## config.mk

```make
export PLATFORM = sky130hd
export DESIGN_NAME = noc_apb_ni_completer
export DESIGN_NICKNAME = d
export VERILOG_FILES = /design/src/rtl/noc_apb_ni_completer.sv
export SDC_FILE = /design/constraint.sdc
export NUM_CORES = 1
export LEC_CHECK = 0
export ABC_AREA = 1
export CAP_MARGIN = 20
export CORE_ASPECT_RATIO = 0.5
export CORE_UTILIZATION = 53
export DETAILED_ROUTE_END_ITERATION = 10
export PLACE_DENSITY = 0.79
export SKIP_CTS_REPAIR_TIMING = 1
export SYNTH_ARGS = -nofsm -noshare
export SYNTH_HDL_FRONTEND = slang
export SYNTH_SLANG_ARGS = --single-unit
```

## constraint.sdc

```tcl
create_clock -name i_clk -period 6.6 [get_ports i_clk]
set_clock_uncertainty 0.05 [all_clocks]
set_input_delay 1.32 -clock i_clk [delete_from_list [all_inputs] [get_ports i_clk]]
set_output_delay 1.32 -clock i_clk [all_outputs]
set_load 0.02 [all_outputs]
```

## src/rtl/noc_apb_ni_completer.sv

```systemverilog
// rtl/noc_apb_ni_completer.sv - mesh NI endpoint that executes APB request packets and returns responses
module noc_apb_ni_completer #(
   parameter int ROUTER_ROW     = 0,
   parameter int ROUTER_COL     = 0,
   parameter int GRID_WIDTH     = 4,
   parameter int FIFO_DEPTH     = 4,
   parameter int TIMEOUT_CYCLES = 16,
   localparam int COORD_W          = $clog2(GRID_WIDTH),
   localparam int APB_PACKET_WIDTH = 68 + 4 * COORD_W
) (
   input  logic                        i_clk,
   input  logic                        i_srst,
   input  logic [APB_PACKET_WIDTH-1:0] i_pktFromRouter,
   output logic [APB_PACKET_WIDTH-1:0] o_pktToRouter,
   output logic                        o_psel,
   output logic                        o_penable,
   output logic                        o_pwrite,
   output logic [31:0]                 o_paddr,
   output logic [31:0]                 o_pwdata,
   input  logic                        i_pready,
   input  logic [31:0]                 i_prdata,
   input  logic                        i_pslverr,
   output logic [7:0]                  o_dropCount
);

   localparam int WRITE_BIT    = 64;
   localparam int SRC_COL_LSB  = 65;
   localparam int SRC_ROW_LSB  = 65 + COORD_W;
   localparam int DEST_COL_LSB = 65 + 2 * COORD_W;
   localparam int DEST_ROW_LSB = 65 + 3 * COORD_W;
   localparam int IS_RESP_BIT  = 65 + 4 * COORD_W;
   localparam int ERR_BIT      = 66 + 4 * COORD_W;
   localparam int VALID_BIT    = 67 + 4 * COORD_W;
   // Buffered request keeps data, addr, write and the source coordinates only
   localparam int REQ_W        = 65 + 2 * COORD_W;
   localparam int PTR_W        = $clog2(FIFO_DEPTH);
   localparam int CNT_W        = $clog2(TIMEOUT_CYCLES);

   localparam logic [COORD_W-1:0] MY_ROW   = COORD_W'(ROUTER_ROW);
   localparam logic [COORD_W-1:0] MY_COL   = COORD_W'(ROUTER_COL);
   localparam logic [CNT_W-1:0]   CNT_LAST = CNT_W'(TIMEOUT_CYCLES - 1);

   typedef enum logic [1:0] {IDLE, SETUP, ACCESS, RESP} stateType;

   stateType                    state, stateNext;
   logic [REQ_W-1:0]            fifoMem [FIFO_DEPTH];
   logic [REQ_W-1:0]            headReq;
   logic [PTR_W:0]              wrPtr, rdPtr;
   logic [2*COORD_W-1:0]        curSrc;
   logic [CNT_W-1:0]            waitCnt;
   logic [APB_PACKET_WIDTH-1:0] respPkt;
   logic                        pktForUs, fifoEmpty, fifoFull;
   logic                        pop, push, drop, timeoutHit;
   logic                        unusedErrBit;

   assign unusedErrBit = i_pktFromRouter[ERR_BIT];
   assign headReq      = fifoMem[rdPtr[PTR_W-1:0]];
   assign fifoEmpty    = (wrPtr == rdPtr);
   assign fifoFull     = (wrPtr[PTR_W-1:0] == rdPtr[PTR_W-1:0]) && (wrPtr[PTR_W] != rdPtr[PTR_W]);
   assign pktForUs     = i_pktFromRouter[VALID_BIT] && !i_pktFromRouter[IS_RESP_BIT]
                         && (i_pktFromRouter[DEST_ROW_LSB +: COORD_W] == MY_ROW)
                         && (i_pktFromRouter[DEST_COL_LSB +: COORD_W] == MY_COL);
   assign pop          = (state == IDLE) && !fifoEmpty;
   // A full buffer still takes a packet when the head leaves on the same edge
   assign push         = pktForUs && (!fifoFull || pop);
   assign drop         = i_pktFromRouter[VALID_BIT] && !push;

   // FSM state register
   always_ff @(posedge i_clk) begin
      if (i_srst) state <= IDLE;
      else        state <= stateNext;
   end

   // Next-state logic; the ready check wins over the timeout on the last wait cycle
   always_comb begin
      stateNext  = state;
      timeoutHit = 1'b0;
      case (state)
         IDLE:    if (!fifoEmpty) stateNext = SETUP;
         SETUP:   stateNext = ACCESS;
         ACCESS: begin
            if (i_pready) begin
               stateNext = RESP;
            end else if (waitCnt == CNT_LAST) begin
               stateNext  = RESP;
               timeoutHit = 1'b1;
            end
         end
         RESP:    stateNext = IDLE;
         default: stateNext = IDLE;
      endcase
   end

   // Response packet assembled from the request still held on the APB outputs
   always_comb begin
      respPkt                                = '0;
      respPkt[VALID_BIT]                     = 1'b1;
      respPkt[ERR_BIT]                       = timeoutHit || (i_pready && i_pslverr);
      respPkt[IS_RESP_BIT]                   = 1'b1;
      respPkt[DEST_ROW_LSB +: COORD_W]       = curSrc[COORD_W +: COORD_W];
      respPkt[DEST_COL_LSB +: COORD_W]       = curSrc[0 +: COORD_W];
      respPkt[SRC_ROW_LSB +: COORD_W]        = MY_ROW;
      respPkt[SRC_COL_LSB +: COORD_W]        = MY_COL;
      respPkt[WRITE_BIT]                     = o_pwrite;
      respPkt[63:32]                         = o_paddr;
      respPkt[31:0]                          = (o_pwrite || timeoutHit) ? 32'h0 : i_prdata;
   end

   // Request buffer storage, no reset needed since pointers define validity
   always_ff @(posedge i_clk) begin
      if (push) fifoMem[wrPtr[PTR_W-1:0]] <= i_pktFromRouter[REQ_W-1:0];
   end

   // Pointers, drop counter, wait counter and registered outputs
   always_ff @(posedge i_clk) begin
      if (i_srst) begin
         wrPtr         <= '0;
         rdPtr         <= '0;
         curSrc        <= '0;
         waitCnt       <= '0;
         o_dropCount   <= '0;
         o_psel        <= 1'b0;
         o_penable     <= 1'b0;
         o_pwrite      <= 1'b0;
         o_paddr       <= '0;
         o_pwdata      <= '0;
         o_pktToRouter <= '0;
      end else begin
         if (push) wrPtr <= wrPtr + 1'b1;
         if (pop)  rdPtr <= rdPtr + 1'b1;
         if (drop && (o_dropCount != 8'hFF)) o_dropCount <= o_dropCount + 8'd1;
         if ((state == ACCESS) && (stateNext == ACCESS)) waitCnt <= waitCnt + 1'b1;
         else                                            waitCnt <= '0;
         o_psel    <= (stateNext == SETUP) || (stateNext == ACCESS);
         o_penable <= (stateNext == ACCESS);
         if (pop) begin
            curSrc   <= headReq[SRC_COL_LSB +: 2*COORD_W];
            o_pwrite <= headReq[WRITE_BIT];
            o_paddr  <= headReq[63:32];
            o_pwdata <= headReq[31:0];
         end else if ((stateNext != SETUP) && (stateNext != ACCESS)) begin
            o_pwrite <= 1'b0;
            o_paddr  <= '0;
            o_pwdata <= '0;
         end
         o_pktToRouter <= ((state == ACCESS) && (stateNext == RESP)) ? respPkt : '0;
      end
   end

endmodule
```

After elaboration in Yosys (flattened, before gate mapping)

Memory sizes are Yosys's and may differ from the RTL's. A register that Yosys moved wholly into a read port is not among the register bits.
Cells that the tools add are included.
W data, S select, Z words.

Add/subtract/negate cells: 4
Equal/unequal tests: 13
Muxes and demuxes: 18
Bitwise operators: 2
Reduce and logical (&&, ||, !) cells: 27

Operator list:

| cell                  | number |
|---|---|
| $mux W32              | 4 |
| $mux W76              | 1 |
| $logic_and A1 B1 Y1   | 12 |
| $mux W2               | 5 |
| $add A8 B1 Y8 const B | 1 |
| $eq A2 B2 Y1 const B  | 4 |
| $ne A8 B8 Y1 const B  | 1 |
| $pmux W2 S4           | 1 |
| $mux W1               | 7 |
| $add A3 B1 Y3 const B | 2 |
| $logic_not A2 Y1      | 3 |
| $add A4 B1 Y4 const B | 1 |
| $eq A2 B1 Y1 const B  | 2 |
| $eq A4 B4 Y1 const B  | 1 |
| $logic_not A1 Y1      | 4 |
| $logic_or A1 B1 Y1    | 4 |
| $reduce_or A2 Y1      | 2 |
| $eq A3 B3 Y1          | 1 |
| $reduce_or A3 Y1      | 1 |
| $eq A2 B2 Y1          | 1 |
| $ne A2 B1 Y1 const B  | 1 |
| $ne A2 B2 Y1 const B  | 1 |
| $not A1 Y1            | 2 |
| $reduce_bool A2 Y1    | 1 |
| $ne A1 B1 Y1          | 1 |

Flip-flop bits (word level): 167
Memory bits (writable): 276
Bits of input ports: 112
Output and inout bits: 151
Logic and storage cells: 79
Memories: 1

Memory list:

| memory  | words | bits a word | read ports | clocked after Yosys merged registers in | write ports | line | text |
|---|---|---|---|---|---|---|---|
| fifoMem | 4     | 69          | 1          | 1                                       | 1           | 46   | `logic [REQ_W-1:0] fifoMem [FIFO_DEPTH];` |

Logic depth before layout (Yosys ltp)

Gate-level depths: netlist (run 1).

Depth in word-level cells: 8
Depth in mapped cells: 15
Mapped depth without buffers: 14

Least setup slack after synthesis (run 1)

OpenSTA, ideal clock, no wires.

Path type: in2reg
From: in i_pktFromRouter[72]
To: mem fifoMem[0][0] (netlist name), enable pin
Library setup time: 0.497 ns
Arrival time: 4.838 ns
Required time: 6.053 ns
Slack: 1.216 ns
Stages: 6
Buffers on the path: 1
Cells stage by stage: nor2_1 > nand2_1 > nor3_1 > nand2_2 > buf_4 > nor2_1

Longest elaborated chain between the ends: 6

RTL lines:

| element                       | line | text |
|---|---|---|
| start: declaration            | 13   | `input logic [APB_PACKET_WIDTH-1:0] i_pktFromRouter,` |
| $logic_not A2 Y1              | 61   | `&& (i_pktFromRouter[DEST_ROW_LSB +: COORD_W] == MY_ROW)` |
| $logic_and A1 B1 Y1           | 61   |  |
| $logic_and A1 B1 Y1           | 62   | `&& (i_pktFromRouter[DEST_COL_LSB +: COORD_W] == MY_COL);` |
| $logic_and A1 B1 Y1           | 65   | `assign push = pktForUs && (!fifoFull \|\| pop);` |
| $mux W1                       | 111  | `if (push) fifoMem[wrPtr[PTR_W-1:0]] <= i_pktFromRouter[REQ_W-1:0];` |
| $mux W1 (implied by the code) | 111  |  |
| end: declaration              | 46   |  |

Every way passes these cells.

Final worst setup path (run 1)

From: in i_pready
To: reg o_pwdata[27]

Longest elaborated chain between the ends: 5
Elaborated cells between the ends (all ways): 6
Classes of those cells: eq/ne: 2; mux: 2; reduce/logical: 2

RTL lines:

| element                                      | line | text |
|---|---|---|
| start: declaration                           | 20   | `input logic i_pready,` |
| $mux W2 *                                    | 82   | `if (i_pready) begin` |
| $pmux W2 S4 *                                | 78   | `case (state)` |
| net stateNext[0]                             | 45   | `stateType state, stateNext;` |
| $ne A2 B1 Y1 or $ne A2 B2 Y1 (tied branches) | 141  | `end else if ((stateNext != SETUP) && (stateNext != ACCESS)) begin` |
| $logic_and A1 B1 Y1 *                        | 141  |  |
| $reduce_bool A2 Y1 (no line) *               | --   |  |
| end signal: assignment                       | 140  | `o_pwdata <= headReq[31:0];` |
| end: declaration                             | 19   | `output logic [31:0] o_pwdata,` |

The timed path passes the listed nets; every way through them passes the cells marked *.
A chain may end at the register's enable or synchronous reset.

==> metrics, run 1 <==
R2R cell count 11; initial antenna violation count 0; via count 10900; setup repair after global routing missed its margin false; clock transition time at the flip-flop clock pins of the worst setup and hold paths 70 ps; IO Port Bufs 257; reg-to-reg startpoint wrPtr[1]$_SDFFE_PP0P_; buffer depth of the longest clock path 3; CTS sink cnt 440; Antenna Cells 0; area delta synth->final 23.3%; proportion of synthesized chip area in sequential cells 70.9%; GRT Util Overall 21.8%; post-route cell area 20100 um2; share of flip-flops with an asynchronous set or reset 0%; power share of the clock group 28.6%; combinational cell fraction of total power 28.2%; count of flip-flops with a built-in enable after synthesis 276; Worst Hold Margin 384 ps; maximum number of pins on one net before global-route repair 81; core region area 30300 um2; pins over their slew limit 0; Period minus WS final 3640 ps; min-delay worst type flip-flop to flip-flop; netlist area before placement 16300 um2; GP Congestion 0.789; Total Routed Length 35.0 mm; launch point of the critical path i_pready; critical path peak fanout 38; boundary pin count 263; final instance count without filler cells 2091; endpoint arrival time on the critical path 4060 ps; total number of yosys warnings 0; layout cells sized above 1 5.20%; initial cell density of the core 53.9%; H-tree depth reported by CTS 2; number of vias per cell after detailed routing 5.19; met1 wire length 14.6 mm; FF/Latch Area 11600 um2; leakage component of the power 6.97 nW; Overflow after GRT 0; net switching power 0.00262 W; vias in the first global route 10100; cells traversed along the worst timing path clkdlybuf4s50_1, o21ai_0, nand2_1, o31ai_1, inv_1, ha_2, buf_4, nand3_1, a21oi_1; delay of the slowest critical-path stage 930 ps; post-route fraction of the period consumed by the critical path 55.1%; multi-input logic area 3730 um2; Highest Signal Layer met4; worst setup path category input pin to flip-flop; die height 126 um; wire length of the first global-routing pass 53.6 mm; hold_sp curSrc[1]$_SDFFE_PP0P_; worst slew margin relative to its limit 31.8%; fill cell total of the finished layout 2182; worst-skew pair later-pin latency 550 ps; fraction of the core area covered by cells at the end of the flow 66.5%; # rows 45; reported max-cap violation count 0; clock tree root buffer cell sky130_fd_sc_hd__clkbuf_16; length of routed met3 wiring 1.68 mm; half-perimeter wire length of the detailed placement result 19.6 mm; type of destination of the critical path flip-flop; antenna-violating nets left 0; Routed wire per std cell 16.7 um; cts bufs inserted 38; PwrDens 379 nW/um2; top library cells by usage in the layout, fill and taps aside sky130_fd_sc_hd__nor2_1 (296), sky130_fd_sc_hd__edfxtp_1 (276), sky130_fd_sc_hd__clkdlybuf4s50_1 (256); final setup fails 0; Main synth FF type sky130_fd_sc_hd__edfxtp_1; total internal power 0.00501 W; crit path launch type input pin; synthesized area per cell 11.1 um2; post-synthesis sequential element count 440; DRC violation total after the first TritonRoute iteration 772; instance area at placement 18900 um2; Die Wd 250 um; slowest stage cell, crit path sky130_fd_sc_hd__ha_2; number of distinct library cells after synthesis 28; CTS tree built; total met2 wirelength after detailed routing 18.0 mm; sequential share of power 43.2%; area of the die 31600 um2; required time of the critical path 7020 ps; highest clock frequency the design can meet 275 MHz; slew at the pin closest to its max-slew limit 1020 ps; total iterations of the first detailed-routing run 5; run status finished, final reports clean; nets 1787; cell count after placement 2022; final number of hold-violating endpoints 0; leading cell type in the layout, fill and taps excluded sky130_fd_sc_hd__nor2_1; hold-critical path depth 2; gate count of the mapped netlist 1474; switching power as a share of total power 34.3%; post-route setup TNS 0 ps; maximum VDD drop 0.281 mV; DRC viols 0
registers in the layout, summed over array words and instances (netlist names), 2 cells and up, named ones only:
| signal | flops |
|---|---|
| fifoMem | 276 |
| o_dropCount | 8 |
| o_pwdata | 32 |
| rdPtr | 3 |
| waitCnt | 4 |
| o_pktToRouter | 71 |
| state | 2 |
| wrPtr | 3 |
| o_paddr | 32 |
| curSrc | 4 |
power groups by stage:
stage          clock network [W]  logic (W)  registers, W
5_1_grt                  0.00233    0.00238       0.00332
6_report                 0.00218    0.00215       0.00329
3_3_place_gp                   0    0.00211       0.00335
2_1_floorplan                  0    0.00152       0.00332
3_5_place_dp                   0    0.00215       0.00335
4_1_cts                  0.00222    0.00217       0.00330
cell families after synthesis:
| kind of cell | share of synthesized area, % |
|---|---|
| flip-flops | 70.9 |
| other | 0.0230 |
| adder cells (fa/ha/maj) | 0.843 |
| AND/OR/NAND/NOR | 12.2 |
| XOR/XNOR | 0.215 |
| AO/OA/AOI/OAI | 9.27 |
| buffers and inverters | 6.60 |
Yosys cell counts, types with 4 or more instances:
cell type,n,share of area (%)
sky130_fd_sc_hd__nor2_1,300,6.9
sky130_fd_sc_hd__edfxtp_1,276,51
sky130_fd_sc_hd__dfxtp_1,164,20
sky130_fd_sc_hd__o21ai_0,138,4.2
sky130_fd_sc_hd__nand2_1,103,2.4
sky130_fd_sc_hd__inv_1,97,2.2
sky130_fd_sc_hd__a21oi_1,83,2.5
sky130_fd_sc_hd__o21ai_1,80,2.5
sky130_fd_sc_hd__nand3_1,73,2.2
sky130_fd_sc_hd__buf_4,45,2.1
sky130_fd_sc_hd__clkbuf_1,45,1.0
sky130_fd_sc_hd__buf_2,21,0.64
sky130_fd_sc_hd__ha_1,11,0.84
sky130_fd_sc_hd__nand4_1,7,0.27
sky130_fd_sc_hd__buf_6,6,0.41
sky130_fd_sc_hd__buf_1,5,0.11
sky130_fd_sc_hd__inv_2,4,0.092
through the flow:
| stage | total power, W | worst slack (ps) |
|---|---|---|
| floorplan | 0.00484 | 1220 |
| global placement | 0.00546 | 2370 |
| detailed placement | 0.00551 | 2360 |
| CTS | 0.00768 | 2940 |
| global route | 0.00803 | 2790 |
| finish | 0.00763 | 2960 |
layout make-up:
| class | instances | share of cell area (%) |
|---|---|---|
| well taps | 399 | 2.48 |
| inverters | 101 | 1.90 |
| clock inverters | 15 | 0.615 |
| repair buffers | 269 | 13.5 |
| flip-flops and latches | 440 | 57.5 |
| clock buffers | 53 | 5.46 |
| multi-input cells | 814 | 18.5 |
metal layers:
layer	global-route usage (%)	up-vias
met4	6.03	0
li1	-	5313
met3	3.95	55
met5	0	-
met2	39.1	266
met1	27.3	5216
final timing paths:
kind                             endpoint  slack, ps
min reg2reg  o_pktToRouter[70]$_SDFF_PP0_        380
max reg2reg     o_pwdata[27]$_SDFFE_PP0P_       3440
max             o_pwdata[27]$_SDFFE_PP0P_       2960
min          o_pktToRouter[70]$_SDFF_PP0_        380
worst max-delay path: cells and delay by family:
family | cells | cell delay, ps
adders and majority gates | 1 | 930
and+or+nand+nor | 2 | 190
buffers and inverters | 3 | 1080
AOI/OAI and AO/OA | 3 | 510
No activity file was read; power rests on OpenSTA's default activity.
==> run 2: changes to the inputs <==
Clock period 6.6 ns to 3.5 ns, I/O delays scaled along.
==> metrics, run 2 (synthesis results as in run 1) <==
run status finished, violations left; failing checks DRC; top library cells by usage in the layout, fill and taps aside sky130_fd_sc_hd__nor2_1 (296), sky130_fd_sc_hd__edfxtp_1 (276), sky130_fd_sc_hd__clkdlybuf4s50_1 (256); final setup fails 0 (unchanged); setup repair after global routing missed its margin false; H-tree depth reported by CTS 2 (unchanged); vias in the first global route 10400 (+2.5%); Period minus WS final 2640 ps; half-perimeter wire length of the detailed placement result 20.8 mm (+6.4%); Routed wire per std cell 17.0 um (+1.6%); post-route fraction of the period consumed by the critical path 75.5%; maximum number of pins on one net before global-route repair 76 (-6.2%); via count 10900 (+0.73%); initial antenna violation count 3 (+3); Design Power 0.0147 W (+93%); antenna-violating nets left 0 (unchanged); worst setup path category flip-flop to flip-flop; pins over their slew limit 0 (unchanged); PwrDens 725 nW/um2 (+91%); die height 126 um (unchanged); area delta synth->final 24.4%; # rows 45 (unchanged); boundary pin count 263 (unchanged); wire length of the first global-routing pass 55.5 mm (+3.6%); Worst Hold Margin 390 ps (+5.95 ps); register-to-register setup slack 860 ps (-2580 ps); GRT Util Overall 22.5% (+0.71 points); DRC violation total after the first TritonRoute iteration 897 (+16%); number of flip-flops under the largest register name 276 (unchanged); leakage component of the power 7.05 nW (+1.1%); IO Port Bufs 257 (unchanged); initial cell density of the core 53.9% (unchanged); nets 1798 (+0.62%); fraction of the core area covered by cells at the end of the flow 67.1% (+0.63 points); Die Wd 250 um (unchanged); slew at the pin closest to its max-slew limit 991 ps (-29.3 ps); crit path launch type flip-flop; worst-skew pair later-pin latency 540 ps (about the same); final number of hold-violating endpoints 0 (unchanged); CTS sink cnt 440 (unchanged); clock transition time at the flip-flop clock pins of the worst setup and hold paths 60 ps (about the same); layout cells sized above 1 5.87% (+0.66 points); min-delay worst type flip-flop to flip-flop; worst slew margin relative to its limit 34.0% (+2.1 points); clock tree root buffer cell sky130_fd_sc_hd__clkbuf_16; core region area 30300 um2 (unchanged); maximum VDD drop 0.622 mV (+120%); GP Congestion 0.788 (-0.11%); total iterations of the first detailed-routing run 8 (+3); leading cell type in the layout, fill and taps excluded sky130_fd_sc_hd__nor2_1; area of the die 31600 um2 (unchanged); buffer depth of the longest clock path 3 (unchanged); required time of the critical path 3900 ps (-3120 ps); type of destination of the critical path flip-flop; number of vias per cell after detailed routing 5.19 (about the same); CTS tree built; cts bufs inserted 38 (unchanged); reported max-cap violation count 0 (unchanged); endpoint arrival time on the critical path 3050 ps (-1010 ps); highest clock frequency the design can meet 378 MHz; Overflow after GRT 0 (unchanged); critical path peak fanout 16 (-58%); Total Routed Length 35.8 mm (+2.3%); DRC viols 2 (+2)
## run 2: cell type report
type | count | area [um2]
Clock inverter | 23 | 236
Sequential cell | 440 | 11600
Inverter | 101 | 382
Antenna cell | 3 | 7.51
Clock buffer | 47 | 995
Multi-Input combinational cell | 814 | 3730
Timing Repair Buffer | 280 | 2890
Tap cell | 399 | 499
Fill cell | 2124 | 9970
## run 2: per-stage QoR
step	setup slack, ps	std cells	TNS [ps]	area [um2]
3_5_place_dp	482	2034	0	19100
3_3_place_gp	573	2034	0	19100
4_1_cts	815	2104	0	20300
2_1_floorplan	-104	1477	-21580	16400
5_1_grt	584	2107	0	20300
6_report	856	2107	0	20300
## run 2: path summary, 6_finish.rpt
check                                       to                    from  depth (start not counted)
setup / recovery     o_pwdata[18]$_SDFFE_PP0P_   wrPtr[1]$_SDFFE_PP0P_                         11
hold / removal    o_pktToRouter[72]$_SDFF_PP0_  curSrc[3]$_SDFFE_PP0P_                          2
setup reg to reg     o_pwdata[18]$_SDFFE_PP0P_   wrPtr[1]$_SDFFE_PP0P_                         11
hold reg to reg   o_pktToRouter[72]$_SDFF_PP0_  curSrc[3]$_SDFFE_PP0P_                          2
## run 2: metal layers
metal | wire length (um) | global-route usage, % | vias up | share of wire (%)
met2 | 18300 | 39.6 | 271 | 51
li1 | - | - | 5354 | -
met4 | 872 | 8.26 | 0 | 2.4
met5 | 0 | 0 | - | 0
met1 | 14800 | 28.0 | 5241 | 41
met3 | 1810 | 4.09 | 63 | 5.1
## run 2: where the power goes
group          internal, W  switching (W)
Sequential         0.00583       0.000364
Clock              0.00234        0.00184
Combinational      0.00154        0.00282
## run 2: worst max-delay path, cell delays in order (launching register included)
cell                      delay, ps
sky130_fd_sc_hd__dfxtp_1        410
sky130_fd_sc_hd__inv_2           80
sky130_fd_sc_hd__nand2_1         60
sky130_fd_sc_hd__nand2_1         50
sky130_fd_sc_hd__nor2_2         150
sky130_fd_sc_hd__nand2_2        100
sky130_fd_sc_hd__o31ai_1        350
sky130_fd_sc_hd__inv_1           90
sky130_fd_sc_hd__ha_2           640
sky130_fd_sc_hd__buf_4          300
sky130_fd_sc_hd__nand3_1         90
sky130_fd_sc_hd__a21oi_1        190
==> run 3: changes to the inputs <==
Settings changed: CORE_UTILIZATION 53 to 48, PLACE_DENSITY 0.79 to 0.76.
Clock period 3.5 ns to 2.4 ns, I/O delays scaled along.
==> metrics, run 3 (synthesis results as in run 1) <==
run status finished, final reports clean; area delta synth->final 27.0%; leakage component of the power 7.21 nW (+2.4%); boundary pin count 263 (unchanged); CTS sink cnt 440 (unchanged); # rows 47 (+4.4%); via count 11100 (+1.2%); Setup WS pre-CTS -180 ps (-662 ps); final setup fails 0 (unchanged); final number of hold-violating endpoints 0 (unchanged); IO Port Bufs 257 (unchanged); Overflow after GRT 0 (unchanged); fill cell total of the finished layout 2486 (+17%); reported max-cap violation count 0 (unchanged); leading cell type in the layout, fill and taps excluded sky130_fd_sc_hd__nor2_1; final instance count without filler cells 2163 (+2.7%); buffer depth of the longest clock path 3 (unchanged); Total Routed Length 37.7 mm (+5.5%); total iterations of the first detailed-routing run 5 (-3); vias in the first global route 10500 (+0.93%); worst-skew pair later-pin latency 540 ps (about the same); CTS tree built; clock transition time at the flip-flop clock pins of the worst setup and hold paths 70 ps (about the same); clock tree root buffer cell sky130_fd_sc_hd__clkbuf_16; worst setup path category flip-flop to flip-flop; highest clock frequency the design can meet 448 MHz (+19%); crit path launch type flip-flop; maximum VDD drop 1.15 mV (+85%); post-route fraction of the period consumed by the critical path 92.9% (+17 points); PwrDens 1100 nW/um2 (+52%); top library cells by usage in the layout, fill and taps aside sky130_fd_sc_hd__nor2_1 (294), sky130_fd_sc_hd__edfxtp_1 (276), sky130_fd_sc_hd__clkdlybuf4s50_1 (256); half-perimeter wire length of the detailed placement result 21.9 mm (+5.3%); initial antenna violation count 3 (unchanged); endpoint arrival time on the critical path 2660 ps (-390 ps); post-route worst setup slack 169 ps (-687 ps); GP Congestion 0.810 (+2.8%); maximum number of pins on one net before global-route repair 139 (+83%); pins over their slew limit 0 (unchanged); area of the die 34800 um2 (+10%); Period minus WS final 2230 ps (-413 ps); slew at the pin closest to its max-slew limit 680 ps (-310 ps); GRT Util Overall 21.0% (-1.6 points); die height 132 um (+5.0%); multi-input logic area 3770 um2 (+0.94%); cell count after placement 2087 (+2.6%); core region area 33300 um2 (+9.9%); nets 1812 (+0.78%); required time of the critical path 2830 ps (-1070 ps); setup repair after global routing missed its margin false; DRC violation total after the first TritonRoute iteration 1020 (+14%); layout cells sized above 1 7.33% (+1.5 points); FF/Latch Area 11600 um2 (about the same); cts bufs inserted 39 (+2.6%); DRC viols 0 (-2); critical path peak fanout 18 (+2); worst slew margin relative to its limit 54.6% (+21 points); Die Wd 263 um (+5.0%); number of vias per cell after detailed routing 5.12 (-1.4%); H-tree depth reported by CTS 2 (unchanged); post-route setup TNS 0 ps (unchanged); wire length of the first global-routing pass 57.2 mm (+3.0%); number of flip-flops under the largest register name 276 (unchanged); antenna-violating nets left 0 (unchanged); type of destination of the critical path flip-flop; min-delay worst type flip-flop to flip-flop; initial cell density of the core 49.1% (-4.8 points); Worst Hold Margin 389 ps (-0.871 ps); Routed wire per std cell 17.4 um (+2.8%)
[run 3: changes by cell type in the layout (fill, tap and decap cells not counted), moves of 2 or more]
cell,before,now
sky130_fd_sc_hd__clkbuf_8,1,7
sky130_fd_sc_hd__clkinv_2,8,6
sky130_fd_sc_hd__clkbuf_16,38,41
sky130_fd_sc_hd__clkbuf_1,8,2
sky130_fd_sc_hd__buf_12,12,18
sky130_fd_sc_hd__nor2_1,296,294
sky130_fd_sc_hd__nor2_4,4,6
sky130_fd_sc_hd__buf_4,11,16
[run 3: final cells by class]
cell class                      instances  area share [%]
Clock buffer                           48            5.21
Multi-Input combinational cell        814            18.2
Sequential cell                       440            55.8
Tap cell                              441            2.66
Inverter                              101            1.84
Clock inverter                         23            1.32
Timing Repair Buffer                  293            14.9
Antenna cell                            3          0.0362
[run 3: power by group]
part           leakage, nW  switching, W  internal [W]
clock network        0.661       0.00279       0.00377
registers             3.81      0.000387       0.00850
logic                 2.74       0.00465       0.00269
total                 7.21       0.00783        0.0150
[run 3: path summary, 6_finish.rpt]
check                                            start                      endpoint  slack (ps)  depth (start not counted)
worst min register to register  curSrc[3]$_SDFFE_PP0P_  o_pktToRouter[72]$_SDFF_PP0_         390                          2
worst min-delay path            curSrc[3]$_SDFFE_PP0P_  o_pktToRouter[72]$_SDFF_PP0_         390                          2
worst max-delay path             wrPtr[1]$_SDFFE_PP0P_     o_pwdata[19]$_SDFFE_PP0P_         170                         11
worst max register to register   wrPtr[1]$_SDFFE_PP0P_     o_pwdata[19]$_SDFFE_PP0P_         170                         11
[run 3: per-stage QoR]
step / total power (W) / utilization (%) / instance area (um2)
after floorplan: 0.0133 / - / 16400
after global placement: 0.0155 / 58.0 / 19300
after detailed placement: 0.0157 / 58.0 / 19300
after CTS: 0.0223 / 62.1 / 20700
after global routing: 0.0239 / 62.3 / 20700
final: 0.0228 / 62.3 / 20700
[run 3: routing by layer]
layer / global-route usage (%) / vias to the layer above / wire length (um)
met5: 0 / - / 0
met4: 7.60 / 0 / 943
met3: 3.78 / 62 / 1920
met2: 35.7 / 295 / 18800
met1: 27.1 / 5329 / 16000
li1: - / 5379 / -
[run 3: worst max-delay path, stage by stage, from the launching register on]
cell                        delay (ps)
sky130_fd_sc_hd__dfxtp_1           400
sky130_fd_sc_hd__inv_2              80
sky130_fd_sc_hd__nand2_1            60
sky130_fd_sc_hd__nand2_1            60
sky130_fd_sc_hd__nor2_2            180
sky130_fd_sc_hd__nand2_2           110
sky130_fd_sc_hd__o31ai_2           240
sky130_fd_sc_hd__inv_1             110
sky130_fd_sc_hd__ha_4              380
sky130_fd_sc_hd__clkbuf_16         240
sky130_fd_sc_hd__nand3_1           100
sky130_fd_sc_hd__a21oi_1           150
